File: src/rtl/tdea_host_ctrl.sv
// Host-side sequencer for a TDEA core: loads a key triple, feeds one block at a
// time, captures the core result and flags rejected requests or core timeouts.
module tdea_host_ctrl #(
   parameter int unsigned TMO_MAX = 63
) (
   input  logic        CLK,
   input  logic        RST,
   input  logic        KeyStart,
   input  logic [63:0] K1,
   input  logic [63:0] K2,
   input  logic [63:0] K3,
   input  logic        Mode,
   input  logic        DataStart,
   input  logic [63:0] DataIn,
   output logic        Busy,
   output logic [63:0] Result,
   output logic        ResultVld,
   output logic        Err,
   output logic        KeyLoaded,
   output logic [63:0] Din,
   output logic [63:0] Kin,
   output logic        Drdy,
   output logic        Krdy,
   output logic        EncDec,
   output logic        EN,
   input  logic [63:0] Dout_c,
   input  logic        Dvld_c,
   input  logic        BSY_c,
   input  logic        Kvld_c
);

   localparam logic [7:0] TMO_LIM = TMO_MAX[7:0];

   typedef enum logic [2:0] {
      IDLE, KEY1, KEY2, KEY3, KWAIT, DREQ, DWAIT, DONE
   } state_t;

   state_t      state_q, state_d;
   logic [63:0] k2_q, k2_d, k3_q, k3_d;
   logic [63:0] kin_q, kin_d, din_q, din_d, result_q, result_d;
   logic        mode_q, mode_d, err_q, err_d, keyld_q, keyld_d, en_q;
   logic [7:0]  cnt_q, cnt_d, cnt_inc;

   assign cnt_inc = cnt_q + 8'd1;

   always_comb begin
      state_d  = state_q;
      k2_d     = k2_q;
      k3_d     = k3_q;
      kin_d    = kin_q;
      din_d    = din_q;
      result_d = result_q;
      mode_d   = mode_q;
      keyld_d  = keyld_q;
      cnt_d    = cnt_q;
      err_d    = 1'b0;
      Krdy     = 1'b0;
      Drdy     = 1'b0;
      unique case (state_q)
         IDLE: begin
            // A key request wins over a simultaneous data request, which is flagged.
            if (KeyStart) begin
               kin_d   = K1;
               k2_d    = K2;
               k3_d    = K3;
               mode_d  = Mode;
               keyld_d = 1'b0;
               err_d   = DataStart;
               state_d = KEY1;
            end else if (DataStart) begin
               if (keyld_q) begin
                  din_d   = DataIn;
                  mode_d  = Mode;
                  state_d = DREQ;
               end else begin
                  err_d = 1'b1;
               end
            end
         end
         KEY1: begin
            Krdy    = 1'b1;
            kin_d   = k2_q;
            state_d = KEY2;
         end
         KEY2: begin
            Krdy    = 1'b1;
            kin_d   = k3_q;
            state_d = KEY3;
         end
         KEY3: begin
            Krdy    = 1'b1;
            cnt_d   = 8'd0;
            state_d = KWAIT;
         end
         KWAIT: begin
            cnt_d = cnt_inc;
            if (Kvld_c) begin
               keyld_d = 1'b1;
               state_d = IDLE;
            end else if (cnt_inc == TMO_LIM) begin
               err_d   = 1'b1;
               keyld_d = 1'b0;
               state_d = IDLE;
            end
         end
         DREQ: begin
            if (!BSY_c) begin
               Drdy    = 1'b1;
               cnt_d   = 8'd0;
               state_d = DWAIT;
            end
         end
         DWAIT: begin
            // A valid arriving on the last allowed cycle still beats the timeout.
            cnt_d = cnt_inc;
            if (Dvld_c) begin
               result_d = Dout_c;
               state_d  = DONE;
            end else if (cnt_inc == TMO_LIM) begin
               err_d   = 1'b1;
               keyld_d = 1'b0;
               state_d = IDLE;
            end
         end
         DONE: state_d = IDLE;
         default: state_d = IDLE;
      endcase
   end

   always_ff @(posedge CLK) begin
      if (RST) begin
         state_q  <= IDLE;
         kin_q    <= '0;
         din_q    <= '0;
         result_q <= '0;
         mode_q   <= 1'b0;
         err_q    <= 1'b0;
         keyld_q  <= 1'b0;
         en_q     <= 1'b0;
         cnt_q    <= '0;
      end else begin
         state_q  <= state_d;
         kin_q    <= kin_d;
         din_q    <= din_d;
         result_q <= result_d;
         mode_q   <= mode_d;
         err_q    <= err_d;
         keyld_q  <= keyld_d;
         en_q     <= 1'b1;
         cnt_q    <= cnt_d;
      end
   end

   always_ff @(posedge CLK) begin
      k2_q <= k2_d;
      k3_q <= k3_d;
   end

   assign Busy      = (state_q != IDLE);
   assign ResultVld = (state_q == DONE);
   assign Result    = result_q;
   assign Err       = err_q;
   assign KeyLoaded = keyld_q;
   assign Din       = din_q;
   assign Kin       = kin_q;
   assign EncDec    = mode_q;
   assign EN        = en_q;

endmodule

File: config.mk
export PLATFORM = sky130hd
export DESIGN_NAME = tdea_host_ctrl
export DESIGN_NICKNAME = d
export VERILOG_FILES = /design/src/rtl/tdea_host_ctrl.sv
export SDC_FILE = /design/constraint.sdc
export NUM_CORES = 1
export LEC_CHECK = 0
export CORE_AREA = 2 2 206 208
export CTS_BUF_LIST = sky130_fd_sc_hd__clkbuf_4
export CTS_CLUSTER_DIAMETER = 60
export DETAILED_ROUTE_END_ITERATION = 10
export DIE_AREA = 0 0 208 210
export DONT_BUFFER_PORTS = 1
export PLACE_DENSITY = 0.39
export SETUP_SLACK_MARGIN = 0.1
export SYNTH_ARGS = -nofsm -noshare
export SYNTH_HDL_FRONTEND = slang
export SYNTH_SLANG_ARGS = --single-unit
File: constraint.sdc
create_clock -name CLK -period 6 [get_ports CLK]
set_input_delay 0.9 -clock CLK [delete_from_list [all_inputs] [get_ports CLK]]
set_output_delay 0.9 -clock CLK [all_outputs]
set_load 0.1 [all_outputs]
=== After elaboration in Yosys (flattened, before gate mapping) ===
Cells that the tools add are included.

* Output and inout bits: 200
* Register bits: 335
* Word-level logic and storage cells: 74
* Input bits: 328

* Equality and inequality tests: 13
* Bitwise operators: 1
* Reductions and logical operators: 17
* Add/subtract/negate cells: 1
* Mux-type cells: 31

{| class="wikitable"
|+ Operators with widths
! cell !! count
|-
| case mux 64 bit (3 select lines) || 1
|-
| two-way mux 64 bit || 1
|-
| case mux 3 bit (8 select lines) || 1
|-
| case mux 8 bit (3 select lines) || 1
|-
| two-way mux 3 bit || 7
|-
| two-way mux 1 bit || 17
|-
| equality test 3 bit, second input constant || 4
|-
| nonzero test 3 bit || 4
|-
| AND reduction 3 bit || 3
|-
| adder 8 x 1 -> 8 bit, second input constant || 1
|-
| equality test 8 x 6 -> 1 bit, second input constant || 1
|-
| two-way mux 8 bit || 1
|-
| AND reduction 2 bit || 4
|-
| equality test 3 x 2 -> 1 bit, second input constant || 2
|-
| inequality test 2 bit, second input constant || 3
|-
| inequality test 3 bit, second input constant || 2
|-
| case mux 1 bit (3 select lines) || 2
|-
| AND reduction 4 bit || 1
|-
| nonzero test 2 bit || 2
|-
| equality test 3 x 1 -> 1 bit, second input constant || 1
|-
| logical NOT 3 bit || 1
|-
| OR reduction 3 bit || 1
|-
| OR reduction 2 bit || 1
|-
| NOT 1 bit || 1
|}

=== Longest topological paths before layout ===
Gate-level depths: netlist of run 1.

* Depth in word-level cells: 5
* Mapped depth: 8
* Depth with buffers taken out: 5

=== Least setup slack after synthesis of run 1 ===
Ideal clock, no wire load.

* Path kind: input to register
* From: input port KeyStart
* To: register k2_q[0] (enable)
* Slack: 1.478 ns
* Arrival: 4.020 ns
* Required time: 5.498 ns
* Library setup time: 0.502 ns
* Stages: 2
* Buffers on the path: 1
* Cells stage by stage: buf_2 > and2_1

* Longest elaborated chain between the ends: 1

{| class="wikitable"
|+ Ends and longest elaborated chain
! item !! RTL line !! source
|-
| from (decl) || 8 || <nowiki>input logic KeyStart,</nowiki>
|-
| AND reduction 2 bit (no source line) || n/a ||
|-
| to (signal assigned) || 155 || <nowiki>k2_q <= k2_d;</nowiki>
|-
| to (decl) || 39 || <nowiki>logic [63:0] k2_q, k2_d, k3_q, k3_d;</nowiki>
|}

Every way passes these cells.
A chain may end at the register's enable or synchronous reset.

=== Worst setup path after layout of run 1 ===
* From: register state_q[1]
* To: output port ResultVld

* Longest elaborated chain between the ends: 1

{| class="wikitable"
|+ Ends and longest elaborated chain
! item !! RTL line !! source
|-
| from (decl) || 38 || <nowiki>state_t state_q, state_d;</nowiki>
|-
| from (signal assigned) || 142 || <nowiki>state_q <= state_d;</nowiki>
|-
| equality test 3 bit || 160 || <nowiki>assign ResultVld = (state_q == DONE);</nowiki>
|-
| to (decl) || 17 || <nowiki>output logic ResultVld,</nowiki>
|}

Every way passes these cells.

==> parameters.txt, run 1 <==
Parameter                              Value

Run status
  Result of the run    finished, final reports clean

Drt
  Vias per std cell    ~5
  Total wire length    37.82 mm
  DRC errors left    0
  Count of routing violations after the opening detailed-route iteration    568
  Average wire per cell in the routed design    20.75 µm
  Via count    8967
  First-pass DRT Iterations    5
  Number of nets with antenna violations after routing    0

STA
  Final critical path time including I/O delays and setup    3594 ps
  Rel. slew slack    0.1862
  Final Skew    48.58 ps
  Max-slew violations    0
  Fraction of the cycle the final worst path needs    0.5990
  Unrepaired setup endpoints after global routing    no
  Worst-Margin Slew    1217 ps
  Setup Viol. Count Final    0
  Sum of negative setup slack    0 ps
  Crit path setup slack, layout    between 2000 and 2500 ps
  Number of hold-slack violations in the final timing report    0
  Maximum clock frequency    278.3 MHz

Global routing
  First-pass GRT wire length    around 56 mm
  Vias in the first global route    8898
  Pin count of the biggest net entering global routing    143
  Total routing usage reported by global routing    0.1679
  Initial antenna violation count    18
  Total overflow reported by the global router    0

Synth
  Total number of yosys warnings    0
  Top FF cell, synth    sky130_fd_sc_hd__dfxtp_1
  Most common cell in the synthesized netlist    sky130_fd_sc_hd__nand2_1
  Part of the Yosys area used for sequential elements    0.6597
  Share of the synthesized area in the top cell type    0.3423
  Post-synthesis cell area    12110 µm²
  Distinct cell type count of the synthesized netlist    40
  Synth async-reset ratio    0
  Synth top cells by count    sky130_fd_sc_hd__nand2_1 (333), sky130_fd_sc_hd__dfxtp_1 (207), sky130_fd_sc_hd__a21oi_1 (143)
  Synth top area cells    sky130_fd_sc_hd__dfxtp_1 (34%), sky130_fd_sc_hd__edfxtp_1 (32%), sky130_fd_sc_hd__nand2_1 (10%), sky130_fd_sc_hd__a21oi_1 (5.9%), sky130_fd_sc_hd__a22oi_1 (4.0%)
  Post-synthesis cell type with the largest combined area    sky130_fd_sc_hd__dfxtp_1
  Number of synthesized register bits    335
  EDFF count, synth    128
  Post-synthesis cell count    1176
  Synthesized net count    1506
  Avg Inst Size Synth    10.30 µm²

Worst setup path
  Setup Crit Path Kind    reg -> out
  Data arrival time of the worst path    2690 ps
  Highest fanout seen on the critical path    19
  Slowest cell on the critical path    sky130_fd_sc_hd__nor2_2
  Data required time at the worst endpoint    5100 ps
  Setup crit end kind    output pin
  Critical Path Source Type    register
  Crit path cell chain    inv_1 -> nor2_2
  Reg2Reg Setup Slack    2940 ps
  Largest stage delay on the critical path    around 920 ps

Placement
  Count of buffers from port buffering    0
  Half-perimeter wire length after detailed placement    25.21 mm
  Last weighted congestion value of the routability-driven placer    0.7349
  Area of placed instances    between 10000 and 15000 µm²
  Pre-CTS setup slack    2955 ps

Floorplan
  Row Count    75
  Die ar.    43680 µm²
  Height of the die    210 µm
  Area inside the core boundary    41480 µm²
  Die X    208 µm
  Starting density of the core    0.2919
  Number of primary I/O pins    roughly 530

CTS
  Clock-pin slew reported for the worst setup and hold paths after clock tree synthesis    60 ps
  Max Buffers Root-to-Sink    3
  Number of instances resized during post-cts repair    0
  Number of buffers inserted for hold repair after clock tree synthesis    0
  TritonCTS buffer count    95
  Setup Fix Bufs, Post-CTS    0
  H-tree depth    3
  Clock tree root buffer cell    sky130_fd_sc_hd__clkbuf_4
  CTS tree    done
  Worst-Skew Late Latency    800 ps
  Clock tree sinks    335

Run
  MaxCap Viol Count    0

Pwr
  Sw frac    0.4129
  Standby leakage power    around 4.6 nW
  Power share of the sequential group    0.579
  Largest voltage drop on the vdd net    282.5 µV
  Power Dens Cells    503.8 nW/µm²
  P_int    4.079 mW
  Clock group share of total power    0.303
  Share of total power in combinational logic    0.118
  Net switching power    2.868 mW

Cells and area
  Synth-to-Final Area Change    13.88%
  # fillers    4298
  Area of the multi-input gates    3717 µm²
  Fraction of layout cells with a size suffix above 1    0.1481
  Sequential Area    about 8000 µm²
  Net count reported at finish    between 1500 and 2000
  Summed area of non-filler cells in the final layout    13790 µm²

Min path
  Worst hold path class    in -> reg
-- cell usage in the layout (no fill, tap or decap), types with 2 or more instances in the layout --
cell type / synthesis / routed
sky130_fd_sc_hd__clkinv_1: 0 / 20
sky130_fd_sc_hd__clkbuf_4: 0 / 152
sky130_fd_sc_hd__a31oi_1: 67 / 67
sky130_fd_sc_hd__inv_2: 1 / 3
sky130_fd_sc_hd__or3_1: 3 / 2
sky130_fd_sc_hd__a211oi_1: 4 / 3
sky130_fd_sc_hd__ha_1: 2 / 2
sky130_fd_sc_hd__a21oi_1: 143 / 143
sky130_fd_sc_hd__dfxtp_1: 207 / 207
sky130_fd_sc_hd__clkinv_2: 0 / 2
sky130_fd_sc_hd__buf_4: 1 / 14
sky130_fd_sc_hd__o21ai_0: 72 / 72
sky130_fd_sc_hd__and3b_1: 2 / 2
sky130_fd_sc_hd__inv_1: 4 / 3
sky130_fd_sc_hd__a22oi_1: 64 / 64
sky130_fd_sc_hd__nor3_2: 1 / 2
sky130_fd_sc_hd__nor2b_1: 4 / 4
sky130_fd_sc_hd__nor2_1: 17 / 15
sky130_fd_sc_hd__and3_1: 3 / 3
sky130_fd_sc_hd__nor3b_2: 0 / 2
sky130_fd_sc_hd__diode_2: 0 / 8
sky130_fd_sc_hd__a311oi_1: 2 / 2
sky130_fd_sc_hd__xnor2_1: 3 / 3
sky130_fd_sc_hd__edfxtp_1: 128 / 128
sky130_fd_sc_hd__nor2_2: 2 / 2
sky130_fd_sc_hd__nor2_4: 0 / 2
sky130_fd_sc_hd__nor3_1: 5 / 4
sky130_fd_sc_hd__nand3_1: 3 / 2
sky130_fd_sc_hd__a22o_1: 2 / 2
sky130_fd_sc_hd__nand2_1: 333 / 333
-- per-stage QoR --
stage	util	power [mW]	std cells	hold WS [ps]
floorplan	-	4.645	1176	464.1
global placement	0.3021	4.908	1639	483.6
detailed placement	0.3021	4.920	1639	495.5
CTS	0.3319	7.080	1815	37.22
global route	0.3322	7.305	1820	42.95
finish	0.3324	6.947	1823	184.1
-- critical path: cells and delay by family, from the launching register on --
family	cells	cell delay, ps
buf+inv	1	190
simple gates	1	920
flops	1	770
-- metal layers --
metal	track usage	vias up	routed length, µm
met5	0	-	157
met4	0.06579	24	957
met3	0.09788	92	4675
met2	0.2751	416	18360
met1	0.1777	4163	13670
li1	-	4272	-
-- cell type report --
class | instances | area share
antenna | 8 | 0.001452
clock buffer | 152 | 0.08276
clock inverter | 24 | 0.006987
inverter | 5 | 0.001361
multi-input combinational | 745 | 0.2696
sequential | 335 | 0.5793
tap | 539 | 0.04891
timing repair buffer | 15 | 0.009619
-- registers in the layout (all words and copies together) (netlist names) --
name	count
Din	64
EN	1
EncDec	1
Err	1
KeyLoaded	1
Kin	64
Result	64
cnt_q	8
k2_q	64
k3_q	64
state_q	3
-- cells by family after synthesis --
kind of cell | Yosys count | share of synthesized area
buffers and inverters | 96 | 0.03751
AO/OA/AOI/OAI | 360 | 0.1731
adder cells (fa/ha/maj) | 2 | 0.002066
multiplexers | 1 | 0.0009300
flip-flops | 335 | 0.6597
XOR/XNOR | 3 | 0.002170
AND/OR/NAND/NOR | 379 | 0.1245
-- power groups by stage --
stage                     Sequential, mW  Clock, mW  Combinational [mW]
after floorplan                     3.99          0               0.652
final                               4.02       2.10               0.823
after CTS                           4.03       2.20               0.850
after global placement              4.07          0               0.838
after global routing                4.05       2.32               0.932
after detailed placement            4.07          0               0.849
-- final timing paths --
kind,start,depth (start not counted),end
max,state_q[1]$_SDFFE_PP0P_,2,ResultVld
min,RST,1,Din[1]$_SDFFE_PP0P_
max reg2reg,state_q[1]$_SDFFE_PP0P_,6,Din[39]$_SDFFE_PP0P_
min reg2reg,cnt_q[6]$_SDFFE_PP0P_,1,cnt_q[6]$_SDFFE_PP0P_
No activity file was read; power rests on OpenSTA's default activity.
==> inputs of run 2 (changes only) <==
Settings changed: CORE_AREA 2 2 206 208 to 2 2 208 210, DIE_AREA 0 0 208 210 to 0 0 210 212, PLACE_DENSITY 0.39 to 0.4.
Clock period 6 ns to 3.25 ns, I/O delays scaled along.
==> run 2 against run 1 <==
Net effect: sequential power increased by 84%; largest power group unchanged; register-to-register slack got worse by 2300 ps; non-clock buffer count increased by 333; total power increased by 91%; clock power increased by 83%; sequential share of layout area decreased by 11 points; clock skew decreased by 2.2 ps; flip-flop and latch count unchanged.
==> parameters.txt, run 2 (synthesis gave the netlist of run 1 again) <==
Parameter                              Value

Pwr
  Power Dens Cells    773.8 nW/µm² (was 503.8 nW/µm²)
  Standby leakage power    6.023 nW (was 4.612 nW)
  Overall Power    13.27 mW (was 6.947 mW)
  Largest voltage drop on the vdd net    436.1 µV (was 282.5 µV)

Global routing
  Total overflow reported by the global router    0 (unchanged)
  First-pass GRT wire length    58.31 mm (was 55.66 mm)
  Initial antenna violation count    3 (was 18)
  Vias in the first global route    10528 (was 8898)
  Total routing usage reported by global routing    0.1694 (was 0.1679)
  Pin count of the biggest net entering global routing    142 (was 143)

Drt
  DRC errors left    0 (unchanged)
  Via count    10158 (was 8967)
  Total wire length    39.22 mm (was 37.82 mm)
  Number of nets with antenna violations after routing    0 (unchanged)
  Average wire per cell in the routed design    18.32 µm (was 20.75 µm)
  First-pass DRT Iterations    4 (was 5)
  Vias per std cell    4.745 (was 4.919)
  Count of routing violations after the opening detailed-route iteration    567 (was 568)

Worst setup path
  Length in cells of the worst reg-to-reg path    6 (unchanged)
  Source of the worst register-to-register timing path    state_q[2]$_SDFFE_PP0P_ (was state_q[1]$_SDFFE_PP0P_)
  Data arrival time of the worst path    2340 ps (was 2690 ps)
  Critical Path Source Type    register (unchanged)
  Setup crit end kind    output pin (unchanged)
  Data required time at the worst endpoint    2760 ps (was 5100 ps)
  Highest fanout seen on the critical path    16 (was 19)
  Crit path cell chain    nand2_1 -> nor3_4 -> buf_4 (was inv_1 -> nor2_2)
  Combined buffer and inverter count along the critical path    1 (unchanged)
  Slowest cell on the critical path    sky130_fd_sc_hd__dfxtp_1 (was sky130_fd_sc_hd__nor2_2)
  Setup Crit Path Kind    reg -> out (unchanged)
  Endpoint of the most critical register-to-register path    Din[47]$_SDFFE_PP0P_ (was Din[39]$_SDFFE_PP0P_)
  Largest stage delay on the critical path    740 ps (was 920 ps)
  Cell family with most CP delay    flip-flops (was simple AND/OR/NAND/NOR gates)
  Reg2Reg Setup Slack    650 ps (was 2940 ps)

Cells and area
  Net count reported at finish    1857 (was 1527)
  Commonest cells after routing, fill and taps aside    sky130_fd_sc_hd__nand2_1 (333), sky130_fd_sc_hd__dlygate4sd3_1 (328), sky130_fd_sc_hd__dfxtp_1 (207), sky130_fd_sc_hd__clkbuf_4 (155), sky130_fd_sc_hd__a21oi_1 (143) (was sky130_fd_sc_hd__nand2_1 (333), sky130_fd_sc_hd__dfxtp_1 (207), sky130_fd_sc_hd__clkbuf_4 (152), sky130_fd_sc_hd__a21oi_1 (143), sky130_fd_sc_hd__edfxtp_1 (128))
  # fillers    4159 (was 4298)
  Synth-to-Final Area Change    41.69% (was 13.88%)
  Most common cell after layout, fill and taps aside    sky130_fd_sc_hd__nand2_1 (unchanged)
  Fraction of layout cells with a size suffix above 1    0.1218 (was 0.1481)

Min path
  Hold Crit Endpoint    state_q[2]$_SDFFE_PP0P_ (was Din[1]$_SDFFE_PP0P_)
  Beginning of the worst hold path    Kvld_c (was RST)
  Number of stages on the worst hold path    4 (was 1)
  Worst hold path class    in -> reg (unchanged)

CTS
  Clock tree sinks    335 (unchanged)
  Number of instances resized during post-cts repair    0 (unchanged)
  CTS tree    done (unchanged)
  Clock-pin slew reported for the worst setup and hold paths after clock tree synthesis    60 ps (about the same)
  TritonCTS buffer count    92 (was 95)
  H-tree depth    3 (unchanged)
  Max Buffers Root-to-Sink    3 (unchanged)
  Clock tree root buffer cell    sky130_fd_sc_hd__clkbuf_4 (unchanged)
  Worst-Skew Late Latency    810 ps (was 800 ps)

STA
  Worst-Margin Slew    1100 ps (was 1217 ps)
  Final critical path time including I/O delays and setup    around 2800 ps
  Setup Viol. Count Final    0 (unchanged)
  Number of hold-slack violations in the final timing report    0 (unchanged)
  Max-slew violations    0 (unchanged)
  Final Skew    46.34 ps (was 48.58 ps)
  Crit path setup slack, layout    426.6 ps (was 2406 ps)
  Maximum clock frequency    roughly 350 MHz
  Worst hold slack    153.4 ps (was 184.1 ps)
  Sum of negative setup slack    0 ps (unchanged)
  Fraction of the cycle the final worst path needs    0.8687
  Unrepaired setup endpoints after global routing    no (unchanged)
  Rel. slew slack    0.2655 (was 0.1862)

Run
  MaxCap Viol Count    0 (unchanged)

Floorplan
  Height of the die    212 µm (was 210 µm)
  Row Count    76 (was 75)
  Area inside the core boundary    42510 µm² (was 41480 µm²)
  Number of primary I/O pins    528 (unchanged)
  Starting density of the core    0.2849 (was 0.2919)
  Die X    210 µm (was 208 µm)
  Die ar.    44520 µm² (was 43680 µm²)

Placement
  Pre-CTS setup slack    755.4 ps (was 2955 ps)
  Last weighted congestion value of the routability-driven placer    0.7328 (was 0.7349)
  Half-perimeter wire length after detailed placement    24.01 mm (was 25.21 mm)
  Count of buffers from port buffering    0 (unchanged)

Run status
  Result of the run    finished, final reports clean (unchanged)
run 2: cell types whose count changed in the layout (fill, tap and decap cells not counted), sizes merged, moves of 3 or more:
cell | before | now
dlygate4sd3 | 0 | 328
clkinv | 22 | 5
diode | 8 | 2
buf | 15 | 20
clkbuf | 152 | 155
run 2: worst max path at each step:
stage	end	cells past startpoint	start	slack [ps]
finish	Drdy	3	state_q[2]$_SDFFE_PP0P_	430
global route	Drdy	3	state_q[2]$_SDFFE_PP0P_	240
CTS	Drdy	3	state_q[2]$_SDFFE_PP0P_	260
detailed placement	Din[50]$_SDFFE_PP0P_	6	state_q[2]$_SDFFE_PP0P_	760
floorplan	k2_q[0]$_DFFE_PP_	2	KeyStart	540
global placement	Din[36]$_SDFFE_PP0P_	6	state_q[2]$_SDFFE_PP0P_	810
run 2: final cells by class:
type	instances	area, µm²	share of cell area
Clock buffer	155	1164	0.06783
Tap cell	546	683.2	0.03982
Clock inverter	5	20.02	0.001167
Antenna cell	2	5.005	0.0002917
Inverter	5	18.77	0.001094
Multi-Input combinational cell	745	3724	0.2171
Timing Repair Buffer	348	3553	0.2071
Sequential cell	335	7988	0.4656
run 2: worst register-to-register path: cells and delay by family, from the launching register on:
family	cells	cell delay, ps
and+or+nand+nor	3	540
AOI/OAI and AO/OA	1	200
buffers and inverters	2	1000
DFF	1	740
run 2: metal layers:
| metal | GRT usage | vias up | share of wire |
|---|---|---|---|
| li1 | - | 4911 | - |
| met1 | 0.1844 | 4710 | 0.39 |
| met2 | 0.2879 | 468 | 0.49 |
| met3 | 0.07120 | 67 | 0.10 |
| met4 | 0.07753 | 2 | 0.023 |
| met5 | 0 | - | 0.00043 |
run 2: where the power goes:
group          switching (mW)  leakage, nW  internal [mW]
Combinational            1.26         2.41          0.766
Sequential               2.39         2.89           5.01
Clock                    1.74        0.723           2.11
run 2: repair_timing:
item	in CTS	in global routing
hold endpoints to repair	334	0
buffers inserted	0	0
hold buffers	329	0
run 2: stage by stage:
| step | cells | util | instance area, µm² |
|---|---|---|---|
| after floorplan | 1176 | - | 12110 |
| after global placement | 1650 | 0.2977 | 12660 |
| after detailed placement | 1650 | 0.2977 | 12660 |
| after CTS | 2139 | 0.4035 | 17150 |
| after global routing | 2141 | 0.4036 | 17160 |
| final | 2141 | 0.4036 | 17160 |
